File: src/rtl/coef_ram_loader.sv
// Byte-stream loader for the sin/cos2 coefficient RAM: parses SYNC/address/count/data/checksum
// frames, issues one RAM write per assembled word and reports frame status to the lookup side.
module coef_ram_loader #(
    parameter int         ADDR_W      = 11,
    parameter int         WORD_BYTES  = 6,
    parameter logic [7:0] SYNC_BYTE   = 8'hA5,
    parameter int         TIMEOUT_CYC = 65535
) (
    input  logic                    Fg_CLK,
    input  logic                    RESET,
    input  logic [7:0]              rx_data,
    input  logic                    rx_valid,
    output logic                    wr_en,
    output logic [ADDR_W-1:0]       wr_addr,
    output logic [8*WORD_BYTES-1:0] wr_data,
    output logic                    busy,
    output logic                    done,
    output logic                    err,
    output logic                    table_valid
);

    localparam int WORD_W = 8 * WORD_BYTES;
    localparam int BC_W   = $clog2(WORD_BYTES);
    localparam int TMO_W  = $clog2(TIMEOUT_CYC + 1);

    localparam logic [BC_W-1:0]  LAST_BYTE = BC_W'(WORD_BYTES - 1);
    localparam logic [TMO_W-1:0] TMO_LAST  = TMO_W'(TIMEOUT_CYC - 1);
    localparam logic [12:0]      MAX_WORDS = 13'(2 ** ADDR_W);

    typedef enum logic [2:0] {
        S_IDLE,
        S_ADDR_H,
        S_ADDR_L,
        S_CNT_H,
        S_CNT_L,
        S_DATA,
        S_CHK
    } state_t;

    state_t              state_q;
    logic [ADDR_W-1:0]   addr_q;
    logic [3:0]          cnt_h_q;
    logic [11:0]         remain_q;
    logic [BC_W-1:0]     byte_cnt_q;
    logic [WORD_W-1:0]   asm_q;
    logic [7:0]          chk_q;
    logic [TMO_W-1:0]    tmo_q;

    logic                wr_en_q;
    logic [ADDR_W-1:0]   wr_addr_q;
    logic [WORD_W-1:0]   wr_data_q;
    logic                busy_q;
    logic                done_q;
    logic                err_q;
    logic                table_valid_q;

    logic [WORD_W-1:0]   word_d;
    logic [11:0]         count_d;
    logic                count_ok;

    // NOTE: every variable driven here gets a value on every path, so no latch is inferred.
    always_comb begin
        word_d   = {asm_q[WORD_W-9:0], rx_data};
        count_d  = {cnt_h_q, rx_data};
        count_ok = (count_d != 12'd0) && ({1'b0, count_d} <= MAX_WORDS);
    end

    // NOTE: all state updates use non-blocking assignments so every register samples pre-edge values.
    always_ff @(posedge Fg_CLK) begin
        if (RESET) begin
            state_q       <= S_IDLE;
            addr_q        <= '0;
            cnt_h_q       <= '0;
            remain_q      <= '0;
            byte_cnt_q    <= '0;
            asm_q         <= '0;
            chk_q         <= '0;
            tmo_q         <= '0;
            wr_en_q       <= 1'b0;
            wr_addr_q     <= '0;
            wr_data_q     <= '0;
            busy_q        <= 1'b0;
            done_q        <= 1'b0;
            err_q         <= 1'b0;
            table_valid_q <= 1'b0;
        end else begin
            wr_en_q <= 1'b0;
            done_q  <= 1'b0;
            err_q   <= 1'b0;
            // busy stays high through the cycle that carries the done/err pulse
            busy_q  <= 1'b1;

            if (state_q == S_IDLE) begin
                tmo_q  <= '0;
                busy_q <= 1'b0;
                if (rx_valid && rx_data == SYNC_BYTE) begin
                    chk_q         <= '0;
                    table_valid_q <= 1'b0;
                    busy_q        <= 1'b1;
                    state_q       <= S_ADDR_H;
                end
            end else if (!rx_valid) begin
                if (tmo_q == TMO_LAST) begin
                    err_q   <= 1'b1;
                    tmo_q   <= '0;
                    state_q <= S_IDLE;
                end else begin
                    tmo_q <= tmo_q + 1'b1;
                end
            end else begin
                tmo_q <= '0;
                if (state_q != S_CHK) begin
                    chk_q <= chk_q ^ rx_data;
                end

                case (state_q)
                    S_ADDR_H: begin
                        addr_q  <= ADDR_W'({rx_data, 8'h00});
                        state_q <= S_ADDR_L;
                    end
                    S_ADDR_L: begin
                        addr_q[7:0] <= rx_data;
                        state_q     <= S_CNT_H;
                    end
                    S_CNT_H: begin
                        cnt_h_q <= rx_data[3:0];
                        state_q <= S_CNT_L;
                    end
                    S_CNT_L: begin
                        if (count_ok) begin
                            remain_q   <= count_d;
                            byte_cnt_q <= '0;
                            state_q    <= S_DATA;
                        end else begin
                            err_q   <= 1'b1;
                            state_q <= S_IDLE;
                        end
                    end
                    S_DATA: begin
                        asm_q <= word_d;
                        if (byte_cnt_q == LAST_BYTE) begin
                            byte_cnt_q <= '0;
                            wr_en_q    <= 1'b1;
                            wr_addr_q  <= addr_q;
                            wr_data_q  <= word_d;
                            addr_q     <= addr_q + 1'b1;
                            remain_q   <= remain_q - 12'd1;
                            if (remain_q == 12'd1) begin
                                state_q <= S_CHK;
                            end
                        end else begin
                            byte_cnt_q <= byte_cnt_q + 1'b1;
                        end
                    end
                    S_CHK: begin
                        if (rx_data == chk_q) begin
                            done_q        <= 1'b1;
                            table_valid_q <= 1'b1;
                        end else begin
                            err_q <= 1'b1;
                        end
                        state_q <= S_IDLE;
                    end
                    default: state_q <= S_IDLE;
                endcase
            end
        end
    end

    assign wr_en       = wr_en_q;
    assign wr_addr     = wr_addr_q;
    assign wr_data     = wr_data_q;
    assign busy        = busy_q;
    assign done        = done_q;
    assign err         = err_q;
    assign table_valid = table_valid_q;

endmodule

File: config.mk
export PLATFORM = sky130hd
export DESIGN_NAME = coef_ram_loader
export DESIGN_NICKNAME = d
export VERILOG_FILES = /design/src/rtl/coef_ram_loader.sv
export SDC_FILE = /design/constraint.sdc
export NUM_CORES = 1
export LEC_CHECK = 0
export ABC_AREA = 1
export BUFFER_PORTS_ARGS = -buffer_cell sky130_fd_sc_hd__buf_2
export CAP_MARGIN = 40
export CELL_PAD_IN_SITES_DETAIL_PLACEMENT = 0
export CELL_PAD_IN_SITES_GLOBAL_PLACEMENT = 2
export CORE_UTILIZATION = 34
export CTS_BUF_LIST = sky130_fd_sc_hd__clkbuf_4
export CTS_CLUSTER_DIAMETER = 40
export CTS_CLUSTER_SIZE = 25
export DETAILED_ROUTE_END_ITERATION = 10
export GPL_ROUTABILITY_DRIVEN = 0
export PLACE_DENSITY = 0.92
export REMOVE_ABC_BUFFERS = 1
export SLEW_MARGIN = 5
export SYNTH_ARGS = -nofsm -noshare
export SYNTH_HDL_FRONTEND = slang
export SYNTH_SLANG_ARGS = --single-unit
File: constraint.sdc
create_clock -name Fg_CLK -period 2 [get_ports Fg_CLK]
set_input_delay 0.6 -clock Fg_CLK [delete_from_list [all_inputs] [get_ports Fg_CLK]]
set_output_delay 0.6 -clock Fg_CLK [all_outputs]
set_load 0.02 [all_outputs]
==> summary.txt <==
Floorplan
  – Core area: 19700 sq um
  – Die area: 20900 sq um
  – Die width: 145 microns
  – Die Ht: 145 microns
  – Initial Util: 35.0%
  – Total I/O pin count: 75
  – Cell Rows: 51

Pwr
  – Leak: 3.42 nW
  – PD cells: 687 nW/um^2
  – Maximum vdd drop: 0.463 mV
  – Total power draw: 5.40 mW

Detailed routing
  – Initial DRC count: 293
  – WL final: 17300 microns
  – Residual DRC: 0
  – Via density: 4.71
  – Vias after detailed routing: 6180
  – Post-DRT Antenna Nets: 0
  – 1st-pass router iterations: 5
  – WL/cell: 13.2 microns

Worst setup path
  – Critical R2R Launch: state_q[0]
  – CP Capture Type: register
  – Crit path largest cell delay: 0.56 ns
  – Crit path buffers/inverters: 2
  – Crit Path Max Fanout: 46
  – Top delay family on crit path: simple AND/OR/NAND/NOR gates
  – Req. time, crit path: 2.46 ns
  – Crit path cell chain: nand3_2 > nor2_4 > inv_2 > nor2_4 > buf_6 > nor2_1 > a211oi_1
  – Critical path arrival: 2.25 ns
  – Critical path origin: state_q[0]
  – Kind of critical path: register to register
  – Startpoint Class: register
  – Crit-path slowest cell: dfxtp_1
  – CP dominant cell by count: nor2_4

Global routing
  – Vias in the first global route: 5461
  – Initial antenna violation count: 0
  – Overflow after GRT: 0
  – Gr usage total: 16.9%
  – Largest net degree at the start of global routing: 63
  – First-pass GRT wire length: 27600 microns

Cells and area
  – Fraction of layout cells with a size suffix above 1: 14.6%
  – Commonest non-fill, non-tap cells in the layout: nand2_1, nor2_1, dfxtp_1
  – Core Util, Final: 39.8%
  – Finished Layout Cells: 1313
  – Syn-to-layout area delta: 13.6%
  – Most common cell after layout, fill and taps aside: nand2_1
  – Nets@finish: 1052
  – Antenna Cells: 0

Place
  – Setup WS pre-CTS: 0.0991 ns
  – Detailed Place HPWL: 11700 microns
  – IO Port Bufs: 74
  – Dpl cells: 1282

Logic synthesis
  – Yosys top cell area share: 46.6%
  – Synth Flop Type: dfxtp_1
  – Mapped Area: 6910 sq um
  – Ys async rst share: 0%
  – Synth warn: 0
  – Synth area leaders: dfxtp_1, nand2_1, nor2_1, o21ai_0, a21oi_1
  – Sequential area share after synthesis: 46.6%
  – Synth Register Bits: 161
  – Syn Inst Count: 963
  – Number of synthesized flops with an enable pin: 0
  – Synth unique cells: 40
  – Synth area leader: dfxtp_1
  – Mapped Avg Cell Area: 7.18 sq um

Clock tree
  – Number of clock sinks: 161
  – Hold buffers post-CTS: 0
  – Clock root buffer: clkbuf_4
  – Maximum clock insertion buffer count: 2
  – Worst skew pair latency: 0.54 ns
  – CTS tree: yes
  – Worst-path clk slew: 0.13 ns
  – Post-CTS setup buffer count: 0
  – Total CTS buffers: 17
  – H-tree depth: 4

STA
  – Actual slew at the worst max-slew pin: 0.495 ns
  – Max Clock Skew: 0.0202 ns
  – Final hold vios: 0
  – Slew Viols, Final: 0
  – Period utilization: 89.3%
  – Final min period: 1.79 ns
  – Achievable Freq: 560 MHz
  – Post-route setup slack: 0.213 ns
  – Unrepaired setup endpoints after global routing: false
  – Finish-stage setup viols: 0
  – Hold_ws: 0.408 ns
  – Slew margin rel.: 66.7%

Status
  – Status: completed

Run
  – Max cap viols: 0

Hold path
  – Hold_sp: RESET
  – Hold crit path type: primary input to register
registers in the layout, indices dropped and copies added, names as in the netlist, 3 cells and up:
signal	flops
remain_q	12
state_q	3
addr_q	11
cnt_h_q	4
wr_addr	11
chk_q	8
asm_q	40
wr_data	48
byte_cnt_q	3
tmo_q	16
cells by family after synthesis:
family / after synthesis / synth area share, %
AOI/OAI and AO/OA: 207 / 15.6
xor gates and xnor gates: 16 / 2.03
adders and majority gates: 5 / 0.905
buffers and inverters: 119 / 7.60
DFF: 161 / 46.6
and+or+nand+nor: 455 / 27.2
layer usage:
layer / global-route usage [%] / share of wire [%] / vias to the layer above
li1: - / - / 3257
met5: 0 / 0 / -
met4: 2.99 / 0.64 / 0
met1: 22.5 / 51 / 2807
met3: 4.07 / 3.6 / 8
met2: 27.9 / 45 / 108
report_power, final:
group          internal [mW]  total [mW]  switching (mW)
combinational          0.122       0.359           0.236
clock                  0.521        1.76            1.24
sequential              3.24        3.28          0.0424
per-stage QoR:
stage / TNS, ns / instance area (sq um)
5_1_grt: 0 / 7850
3_3_place_gp: 0 / 7610
2_1_floorplan: -78.41 / 6650
4_1_cts: 0 / 7850
6_report: 0 / 7850
3_5_place_dp: 0 / 7610
final cells by class:
| type | count | area, sq um |
|---|---|---|
| clock buffers | 18 | 135 |
| clock inverters | 13 | 103 |
| fillers | 2132 | 11900 |
| inverters | 69 | 262 |
| multi-input cells | 683 | 3160 |
| flip-flops and latches | 161 | 3220 |
| well taps | 265 | 332 |
| repair buffers | 104 | 637 |
timing repair:
item	in CTS	in global routing
setup endpoints to repair	0	28
resized for setup	0	1
hold endpoints to repair	0	0
worst paths after layout:
check	slack (ns)	to	cells past startpoint
max	0.21	wr_data[30]	7
max reg2reg	0.21	wr_data[30]	7
min reg2reg	0.46	asm_q[18]	2
min	0.41	asm_q[14]	2
synth_stat cells (2+ instances only):
cell type    n
a211oi_1     9
a21oi_1     89
a31oi_1      4
buf_2       16
buf_4        5
buf_6        5
clkbuf_1    24
dfxtp_1    161
ha_1         5
inv_1       63
inv_2        5
nand2_1    192
nand3_1     29
nand3_2      3
nand3b_1     2
nand4_1      7
nor2_1     191
nor2_4       2
nor3_1      16
nor3_2       2
nor3b_1      2
nor4_1       2
o21ai_0     98
xnor2_1     12
xor2_1       4
worst register-to-register path: cells and delay by family, from the launching register on:
family                 cells  cell delay [ns]
buffers and inverters      2             0.36
AND/OR/NAND/NOR            4             0.64
AO/OA/AOI/OAI              1             0.16
flip-flops                 1             0.56
No activity file was read; power rests on OpenSTA's default activity.
